### config.mk
export PLATFORM = sky130hd
export DESIGN_NAME = audio_attr_reader
export DESIGN_NICKNAME = d
export VERILOG_FILES = /design/src/rtl/audio_attr_reader.sv
export SDC_FILE = /design/constraint.sdc
export NUM_CORES = 1
export LEC_CHECK = 0
export BUFFER_PORTS_ARGS = -buffer_cell sky130_fd_sc_hd__buf_2
export CORE_MARGIN = 2
export CORE_UTILIZATION = 30
export DETAILED_ROUTE_END_ITERATION = 7
export SLEW_MARGIN = 40
export SYNTH_ARGS = -nofsm -noshare
export SYNTH_HDL_FRONTEND = slang
export SYNTH_SLANG_ARGS = --single-unit
### constraint.sdc
create_clock -name clk_i -period 1.72 [get_ports clk_i]
set_input_delay 0.172 -clock clk_i [delete_from_list [all_inputs] [get_ports clk_i]]
set_output_delay 0.172 -clock clk_i [all_outputs]
set_load 0.01 [all_outputs]
### src/rtl/audio_attr_reader.sv
// audio_attr_reader: scans NUM_VOICES attribute words out of a synchronous
// RAM once per sample frame and presents each one as a decoded voice record
// behind a valid/ready handshake.
// Optional feature macro: AUDIO_ATTR_SKIP_MUTED_EN. When it is defined, voices
// with zero volume are skipped without producing a record.
// Every output is driven directly by a flop. Each output flop is loaded with
// the value that matches the state being entered, so it lines up with state_q.
module audio_attr_reader #(
  parameter int NUM_VOICES = 32
) (
  input  logic        clk_i,
  input  logic        rst_i,
  input  logic        sample_strobe_i,
  output logic        ram_rd_en_o,
  output logic [4:0]  ram_rd_addr_o,
  input  logic [31:0] ram_rd_data_i,
  output logic        voice_valid_o,
  input  logic        voice_ready_i,
  output logic [4:0]  voice_idx_o,
  output logic [15:0] freq_o,
  output logic [5:0]  vol_o,
  output logic        left_en_o,
  output logic        right_en_o,
  output logic [5:0]  pw_o,
  output logic [1:0]  wave_o,
  output logic        busy_o,
  output logic        done_o,
  output logic        overrun_o,
  input  logic        overrun_clr_i
);

  typedef enum logic [2:0] {
    S_IDLE  = 3'd0,
    S_FETCH = 3'd1,
    S_WAIT  = 3'd2,
    S_OUT   = 3'd3,
    S_DONE  = 3'd4
  } state_t;

  localparam logic [4:0] LAST_IDX = 5'(NUM_VOICES - 1);

  state_t      state_q, state_d;
  logic [4:0]  cnt_q, cnt_d;
  logic        rd_en_q, rd_en_d;
  logic [4:0]  addr_q, addr_d;
  logic        valid_q, valid_d;
  logic [4:0]  idx_q, idx_d;
  logic [31:0] word_q, word_d;
  logic        busy_q, busy_d;
  logic        done_q, done_d;
  logic        overrun_q, overrun_d;

  // Next-state, voice counter and record capture for the scan sequencer.
  always_comb begin
    state_d = state_q;
    cnt_d   = cnt_q;
    idx_d   = idx_q;
    word_d  = word_q;
    case (state_q)
      S_IDLE: begin
        if (sample_strobe_i) begin
          cnt_d   = 5'd0;
          state_d = S_FETCH;
        end else begin
          state_d = S_IDLE;
        end
      end
      S_FETCH: begin
        state_d = S_WAIT;
      end
      S_WAIT: begin
        // RAM data for cnt_q is valid in this cycle; capture it as the record.
        word_d = ram_rd_data_i;
        idx_d  = cnt_q;
`ifdef AUDIO_ATTR_SKIP_MUTED_EN
        if (ram_rd_data_i[21:16] == 6'd0) begin
          if (cnt_q == LAST_IDX) begin
            state_d = S_DONE;
          end else begin
            cnt_d   = cnt_q + 5'd1;
            state_d = S_FETCH;
          end
        end else begin
          state_d = S_OUT;
        end
`else
        state_d = S_OUT;
`endif
      end
      S_OUT: begin
        if (voice_ready_i) begin
          if (cnt_q == LAST_IDX) begin
            state_d = S_DONE;
          end else begin
            cnt_d   = cnt_q + 5'd1;
            state_d = S_FETCH;
          end
        end else begin
          state_d = S_OUT;
        end
      end
      S_DONE: begin
        state_d = S_IDLE;
      end
      default: begin
        state_d = S_IDLE;
      end
    endcase
  end

  // Registered output values derived from the state being entered.
  always_comb begin
    rd_en_d = (state_d == S_FETCH);
    valid_d = (state_d == S_OUT);
    busy_d  = (state_d != S_IDLE);
    done_d  = (state_d == S_DONE);
    if (state_d == S_FETCH) begin
      addr_d = cnt_d;
    end else begin
      addr_d = addr_q;
    end
  end

  // Sticky overrun flag; a strobe while busy beats a simultaneous clear.
  always_comb begin
    if (sample_strobe_i && (state_q != S_IDLE)) begin
      overrun_d = 1'b1;
    end else if (overrun_clr_i) begin
      overrun_d = 1'b0;
    end else begin
      overrun_d = overrun_q;
    end
  end

  // State and output registers with asynchronous reset to all zero.
  always_ff @(posedge clk_i or posedge rst_i) begin
    if (rst_i) begin
      state_q   <= S_IDLE;
      cnt_q     <= 5'd0;
      rd_en_q   <= 1'b0;
      addr_q    <= 5'd0;
      valid_q   <= 1'b0;
      idx_q     <= 5'd0;
      word_q    <= 32'd0;
      busy_q    <= 1'b0;
      done_q    <= 1'b0;
      overrun_q <= 1'b0;
    end else begin
      state_q   <= state_d;
      cnt_q     <= cnt_d;
      rd_en_q   <= rd_en_d;
      addr_q    <= addr_d;
      valid_q   <= valid_d;
      idx_q     <= idx_d;
      word_q    <= word_d;
      busy_q    <= busy_d;
      done_q    <= done_d;
      overrun_q <= overrun_d;
    end
  end

  assign ram_rd_en_o   = rd_en_q;
  assign ram_rd_addr_o = addr_q;
  assign voice_valid_o = valid_q;
  assign voice_idx_o   = idx_q;
  assign freq_o        = word_q[15:0];
  assign vol_o         = word_q[21:16];
  assign left_en_o     = word_q[22];
  assign right_en_o    = word_q[23];
  assign pw_o          = word_q[29:24];
  assign wave_o        = word_q[31:30];
  assign busy_o        = busy_q;
  assign done_o        = done_q;
  assign overrun_o     = overrun_q;

endmodule

======== After elaboration in Yosys (flattened, before gate mapping) ========
Index checks and enable logic that the tools add are counted.
word-level totals
  register bits after elaboration ......... 55
  input bits .............................. 37
  output and inout port bits .............. 47
operators by class
  add/subtract/negate cells ............... 1
  eq/ne operators ......................... 7
  muxes and demuxes ....................... 10
  reduce and logical (&&, ||, !) cells .... 5
operators by type and width
  operator               count
  $mux W5                3
  $pmux W3 S4            1
  $pmux W5 S2            1
  $eq A3 B2 Y1 const B   3
  $eq A3 B1 Y1 const B   2
  $mux W3                2
  $reduce_bool A3 Y1     2
  $add A5 B1 Y5 const B  1
  $eq A5 B5 Y1 const B   1
  $eq A3 B3 Y1 const B   1
  $logic_not A3 Y1       1
  $mux W1                3
  $reduce_bool A2 Y1     1
  $logic_and A1 B1 Y1    1

======== Depth between registers and ports, before layout ========
Gate-level depths: netlist of run 1.
  depth after elaboration ................. 5
  gate-level depth with buffers ........... 5
  gate-level depth less buffers ........... 4

======== Least setup slack after synthesis of run 1 ========
OpenSTA, ideal clock, no wires.
  path type ............................... flip-flop to flip-flop
  from .................................... reg state_q[2]
  to ...................................... reg word_q[0]
  setup time .............................. 127 ps
  arrival time ............................ 1322 ps
  path slack .............................. 270 ps
  cell stages (with the launch flop) ...... 5
  path buffers ............................ 2
  path through ............................ dfrtp_1 -> nor3b_1 -> buf_2 -> buf_6 -> mux2_1
on the way
  longest elaborated chain between the ends .. 1
ends and longest elaborated chain
  what                    line  text
  from (decl)             42    state_t state_q, state_d;
  from (signal assigned)  149   state_q <= state_d;
  $eq A3 B2 Y1            59    case (state_q)
  to (signal assigned)    155   word_q <= word_d;
  to (decl)               48    logic [31:0] word_q, word_d;
Every way passes these cells.
A chain may end at the register's enable or synchronous reset.

======== Worst setup path in the final report of run 1 ========
  from .................................... reg state_q[0]
  to ...................................... reg word_q[31]
The elaborated chain is that of the path after synthesis.

==> impl_metrics.toml, run 1 <==
[status]
outcome = "complete, no violations"

[power]
leakagePower_nw = 1.37
p_per_area_mw_per_mm2 = 1720
p_int_mw = 3.23
pwr-share-comb_pct = 39.6
clkPwrFrac_pct = 15.6
p_switching_mw = 1.69
p_seq_share_pct = 44.8
p_sw_share_pct = 34.4
peakVddDrop_uv = 589
finalPower_mw = 4.92

[layout]
seqCellArea_mm2 = 0.00138
multiInputGateArea_um2 = 754
syn_to_final_growth_pct = 29.0
final_cell_mix = "buf_2, dfrtp_1, mux2_1, mux2_2, clkbuf_8"
drive_gt1_share_pct = 45.3
final_area_mm2 = 0.00286
nFillCells = 754
n_antenna_cell = 0
layout_commonest_cell = "buf_2"
nets = 280
final_cell_count_no_fill = 342

[clocking]
cts_max_path_buffers = 2
post_cts_buffers = 0
cts_inserted_buffers = 5
tritoncts = "done"
clock_latency_ps = 310
cts_sinks = 55
root_buffer = "clkbuf_8"
path_clk_slew_ps = 100
htree_levels = 2

[sta]
max_slew_margin_pct = 72.8
fmax_ghz = 0.643
fin_tns_setup_ps = 0
fin_worst_skew_ps = 11.0
rsz0062_at_grt = "false"
worst_slew_pin_slew_ps = 407
setup_viol = 0
hold_viol_final = 0
fin_crit_ps = 1560
slew_viol_final = 0
period_share_pct = 90.4
hold_slack_ps = 38.5

[placement]
dpl.hpwl_um = 2970
io_buffers = 83
dpl_cell_area_mm2 = 0.00275
place_congestion = 0.728
dpl.cell_count = 333

[global_routing]
grt_use_total_pct = 11.1
grt_pass1_vias = 1451
grt_pass1_wl_um = 7250
antenna_found_initial = 0
grt_overflow = 0
grt_max_degree = 56

[setup_path]
cp.arrival_ps = 1740
required_ps = 1910
reg2reg_slack_ps = 160
cp_max_fo = 18
worst-setup-path-type = "reg -> reg"
end_kind = "register"
start_kind = "register"

[yosys]
async_flop_share_pct = 100
synth_top_cell_area_share_pct = 62.1
synth_cell_types = 35
ys_warn_count = 0
seq_area_frac_synth_pct = 62.1
syn_area_per_cell_um2 = 14.4
yosysTopAreaCell = "dfrtp_1"
synth.net_count = 192
netlist_area_mm2 = 0.00221
synthCells = 154
yosys_register_bits = 55
synth.area.top_cells = "dfrtp_1, mux2_1, mux2_2"
synth_ff_type = "dfrtp_1"
synth_edf_count = 0

[floorplanning]
core_area_mm2 = 0.00721
fp.dieH_um = 89.9
die_x_um = 89.9
die_area_mm2 = 0.00809
rows = 31
io_pins = 84
start_util_pct = 30.7

[routing]
drc = 0
wire_per_inst_um = 12.6
dr.pass1.iters = 4
vias = 1535
drt_wl_total_um = 4300
via_per_inst = 4.49
drtAntennaViolNets = 0
drt_iter0_markers = 61

[min_path]
hold_path_class = "in -> reg"

[run]
cap_violations = 0
power by group through the flow:
stage / Combinational (mW) / Sequential (mW) / Clock (mW)
floorplan: 1.08 / 2.42 / 0
finish: 1.95 / 2.21 / 0.767
CTS: 2.01 / 2.21 / 0.818
global placement: 1.96 / 2.22 / 0
global route: 2.15 / 2.30 / 0.878
detailed placement: 2.00 / 2.24 / 0
routing by layer:
metal	track usage, %	wire length [um]	up-vias
li1	-	-	729
met1	15.0	2020	750
met2	17.0	1980	51
met3	3.60	243	5
met4	3.85	51	0
met5	0	0	-
state kept, by name, summed over array words and instances (netlist names), 3 cells and up:
register       flops
word_q            32
cnt_q              5
ram_rd_addr_o      5
voice_idx_o        5
state_q            3
synthesized netlist by cell type, types with 2 or more instances:
library cell   n
mux2_2         7
a21oi_1        4
buf_6          4
o21ai_0        5
dfrtp_1       55
inv_1          5
o211ai_1       2
nand4_1        2
nor2_1         4
nand2_1        4
nor3_1         3
nand3_1        3
buf_2          5
mux2_1        30
cell type report:
type,count,share of cell area (%)
clock buffers,8,3.50
inverters,5,0.657
well taps,99,4.34
flip-flops and latches,55,48.2
repair buffers,90,16.9
multi-input cells,85,26.4
timing repair:
action,CTS,global route
endpoints found under the hold margin,55,0
gates resized for setup,0,0
endpoints found under the setup margin,0,0
hold buffers,1,0
stage by stage:
stage | utilization, % | setup slack [ps]
final | 39.6 | 165
after global placement | 38.1 | 199
after global routing | 39.6 | 50.8
after detailed placement | 38.1 | 174
after CTS | 39.6 | 145
after floorplan | - | 205
cell families (layout without fill, tap and decap cells):
family / count (synthesis) / count (layout) / synth area share [%]
muxes: 38 / 38 / 19.3
and+or+nand+nor: 24 / 24 / 7.40
DFF: 55 / 55 / 62.1
adders and majority gates: 1 / 1 / 0.565
buffers and inverters: 14 / 103 / 4.01
xor gates and xnor gates: 1 / 1 / 0.396
AOI/OAI and AO/OA: 21 / 21 / 6.22
path summary, 6_finish.rpt:
path                                       startpoint                      to  depth (start not counted)
max in group asynchronous                       rst_i    state_q[1]$_DFF_PP0_                          4
min in group asynchronous                       rst_i        done_o$_DFF_PP0_                          4
worst max register to register   state_q[0]$_DFF_PP0_  word_q[31]$_DFFE_PP0N_                          3
worst min register to register  word_q[7]$_DFFE_PP0N_   word_q[7]$_DFFE_PP0N_                          1
worst min-delay path                    overrun_clr_i   overrun_o$_DFFE_PP0P_                          2
worst max-delay path             state_q[0]$_DFF_PP0_  word_q[31]$_DFFE_PP0N_                          3
critical path, cell delays in order, from the launching register on:
cell     delay (ps)
dfrtp_1         540
nor3b_2         240
buf_4           290
mux2_2          360
Power figures use the tool's default switching activity.
==> run 2, diff against run 1 <==
CTS_CLUSTER_DIAMETER = 40   (was default)
clock period = 1.67 ns   (was 1.72 ns; I/O delays follow)
==> impl_metrics.toml, run 2 (synthesis results as in run 1) <==
[sta]
fin_worst_skew_ps = 4.80
setup_viol = 0
period_share_pct = 94.5
hold_viol_final = 0
slew_viol_final = 0
fin_crit_ps = 1580
rsz0062_at_grt = "false"
max_slew_margin_pct = 68.9
worst_slew_pin_slew_ps = 466
fin_tns_setup_ps = 0
fmax_ghz = 0.634

[setup_path]
crit_slowest_cell = "dfrtp_1"
required_ps = 1870
crit_path_max_incr_delay_ps = 480
cp_cell_sequence = "nor3b_2 -> buf_12 -> mux2_2"
crit_buf_inv = 1
worst-setup-path-type = "reg -> reg"
cpLargestDelayFamily = "flip-flops"
cp.arrival_ps = 1780
end_kind = "register"
start_kind = "register"
cp_max_fo = 34

[global_routing]
grt_max_degree = 36
grt_use_met2_pct = 17.7
busiest_layer = "met2"
antenna_found_initial = 0
grtUsageMet1_pct = 14.1
grt_use_total_pct = 11.1
use_met3_pct = 3.86
grt_pass1_wl_um = 7150
grt_pass1_vias = 1446
grt_overflow = 0

[layout]
drive_gt1_share_pct = 46.3
syn_to_final_growth_pct = 31.1
final_util_pct = 40.3
largest_reg_flops = 32
multiInputGateArea_um2 = 754
seqCellArea_mm2 = 0.00138
nets = 283
final_cell_mix = "buf_2, dfrtp_1, mux2_1, mux2_2, buf_4"
layout_commonest_cell = "buf_2"
n_antenna_cell = 0
largest-register = "word_q"
nFillCells = 729
final_area_mm2 = 0.00290

[clocking]
cts_sinks = 55
htree_levels = 2
cts_max_path_buffers = 2
postCtsResizedCells = 0
clock_latency_ps = 310
path_clk_slew_ps = 100
root_buffer = "clkbuf_8"
cts_inserted_buffers = 5
tritoncts = "done"

[min_path]
hold_path_class = "in -> reg"

[status]
outcome = "complete, no violations"

[floorplanning]
die_area_mm2 = 0.00809
die_x_um = 89.9
core_area_mm2 = 0.00721
io_pins = 84
fp.dieH_um = 89.9
start_util_pct = 30.7
rows = 31

[routing]
vias = 1541
drtAntennaViolNets = 0
drt_wl_total_um = 4430
wire_per_inst_um = 12.8
drc = 0
via_per_inst = 4.47
drt_iter0_markers = 41
dr.pass1.iters = 4

[run]
cap_violations = 0

[placement]
io_buffers = 83
dpl_cell_area_mm2 = 0.00278
place_congestion = 0.718
dpl.hpwl_um = 3070

[power]
p_int_mw = 3.46
pwr-share-comb_pct = 40.4
p_seq_share_pct = 42.7
leakagePower_nw = 1.39
peakVddDrop_uv = 642
p_switching_mw = 1.82
p_sw_share_pct = 34.5
p_per_area_mw_per_mm2 = 1820
clkPwrFrac_pct = 16.9
[run 2: per-stage QoR]
step / std cells / setup slack, ps / hold slack [ps] / power, mW
final: 345 / 92.6 / 50.4 / 5.28
after floorplan: 154 / 160 / 272 / 3.61
after global routing: 345 / 23.1 / 46.3 / 5.67
after detailed placement: 336 / 115 / 218 / 4.46
after CTS: 345 / 82.9 / 42.9 / 5.40
after global placement: 336 / 174 / 213 / 4.39
[run 2: power groups by stage]
stage | logic (mW) | clock network, mW | registers (mW)
6_report | 2.14 | 0.894 | 2.25
4_1_cts | 2.19 | 0.946 | 2.26
2_1_floorplan | 1.12 | 0 | 2.50
3_3_place_gp | 2.12 | 0 | 2.27
3_5_place_dp | 2.18 | 0 | 2.28
5_1_grt | 2.34 | 0.989 | 2.34
[run 2: layout make-up]
type	instances	area share, %
sequential	55	47.4
clock inverter	3	1.51
clock buffer	5	2.37
tap	99	4.27
multi-input combinational	85	26.0
timing repair buffer	93	17.8
inverter	5	0.646
[run 2: timing repair]
| action | in CTS | in global routing |
|---|---|---|
| endpoints found under the setup margin | 0 | 0 |
| buffers inserted | 0 | 0 |
| hold buffers | 1 | 0 |
| hold endpoints to repair | 20 | 0 |
[run 2: layer usage]
| metal | routed length, um | up-vias | part of all wire (%) |
|---|---|---|---|
| met1 | 2040 | 751 | 46 |
| met2 | 2050 | 50 | 46 |
| met3 | 277 | 6 | 6.3 |
| li1 | - | 734 | - |
| met4 | 59 | 0 | 1.3 |
| met5 | 0 | - | 0 |
[run 2: final timing paths]
check                                       start                    endpoint  slack, ps  cells after the start
setup / recovery             state_q[2]$_DFF_PP0_  voice_idx_o[1]$_DFFE_PP0N_         90                      3
hold / removal                      overrun_clr_i       overrun_o$_DFFE_PP0P_         50                      2
setup reg to reg             state_q[2]$_DFF_PP0_  voice_idx_o[1]$_DFFE_PP0N_         90                      3
hold reg to reg            word_q[25]$_DFFE_PP0N_      word_q[25]$_DFFE_PP0N_        490                      1
max in group asynchronous                   rst_i      word_q[27]$_DFFE_PP0N_        720                      4
min in group asynchronous                   rst_i      word_q[14]$_DFFE_PP0N_        410                      3
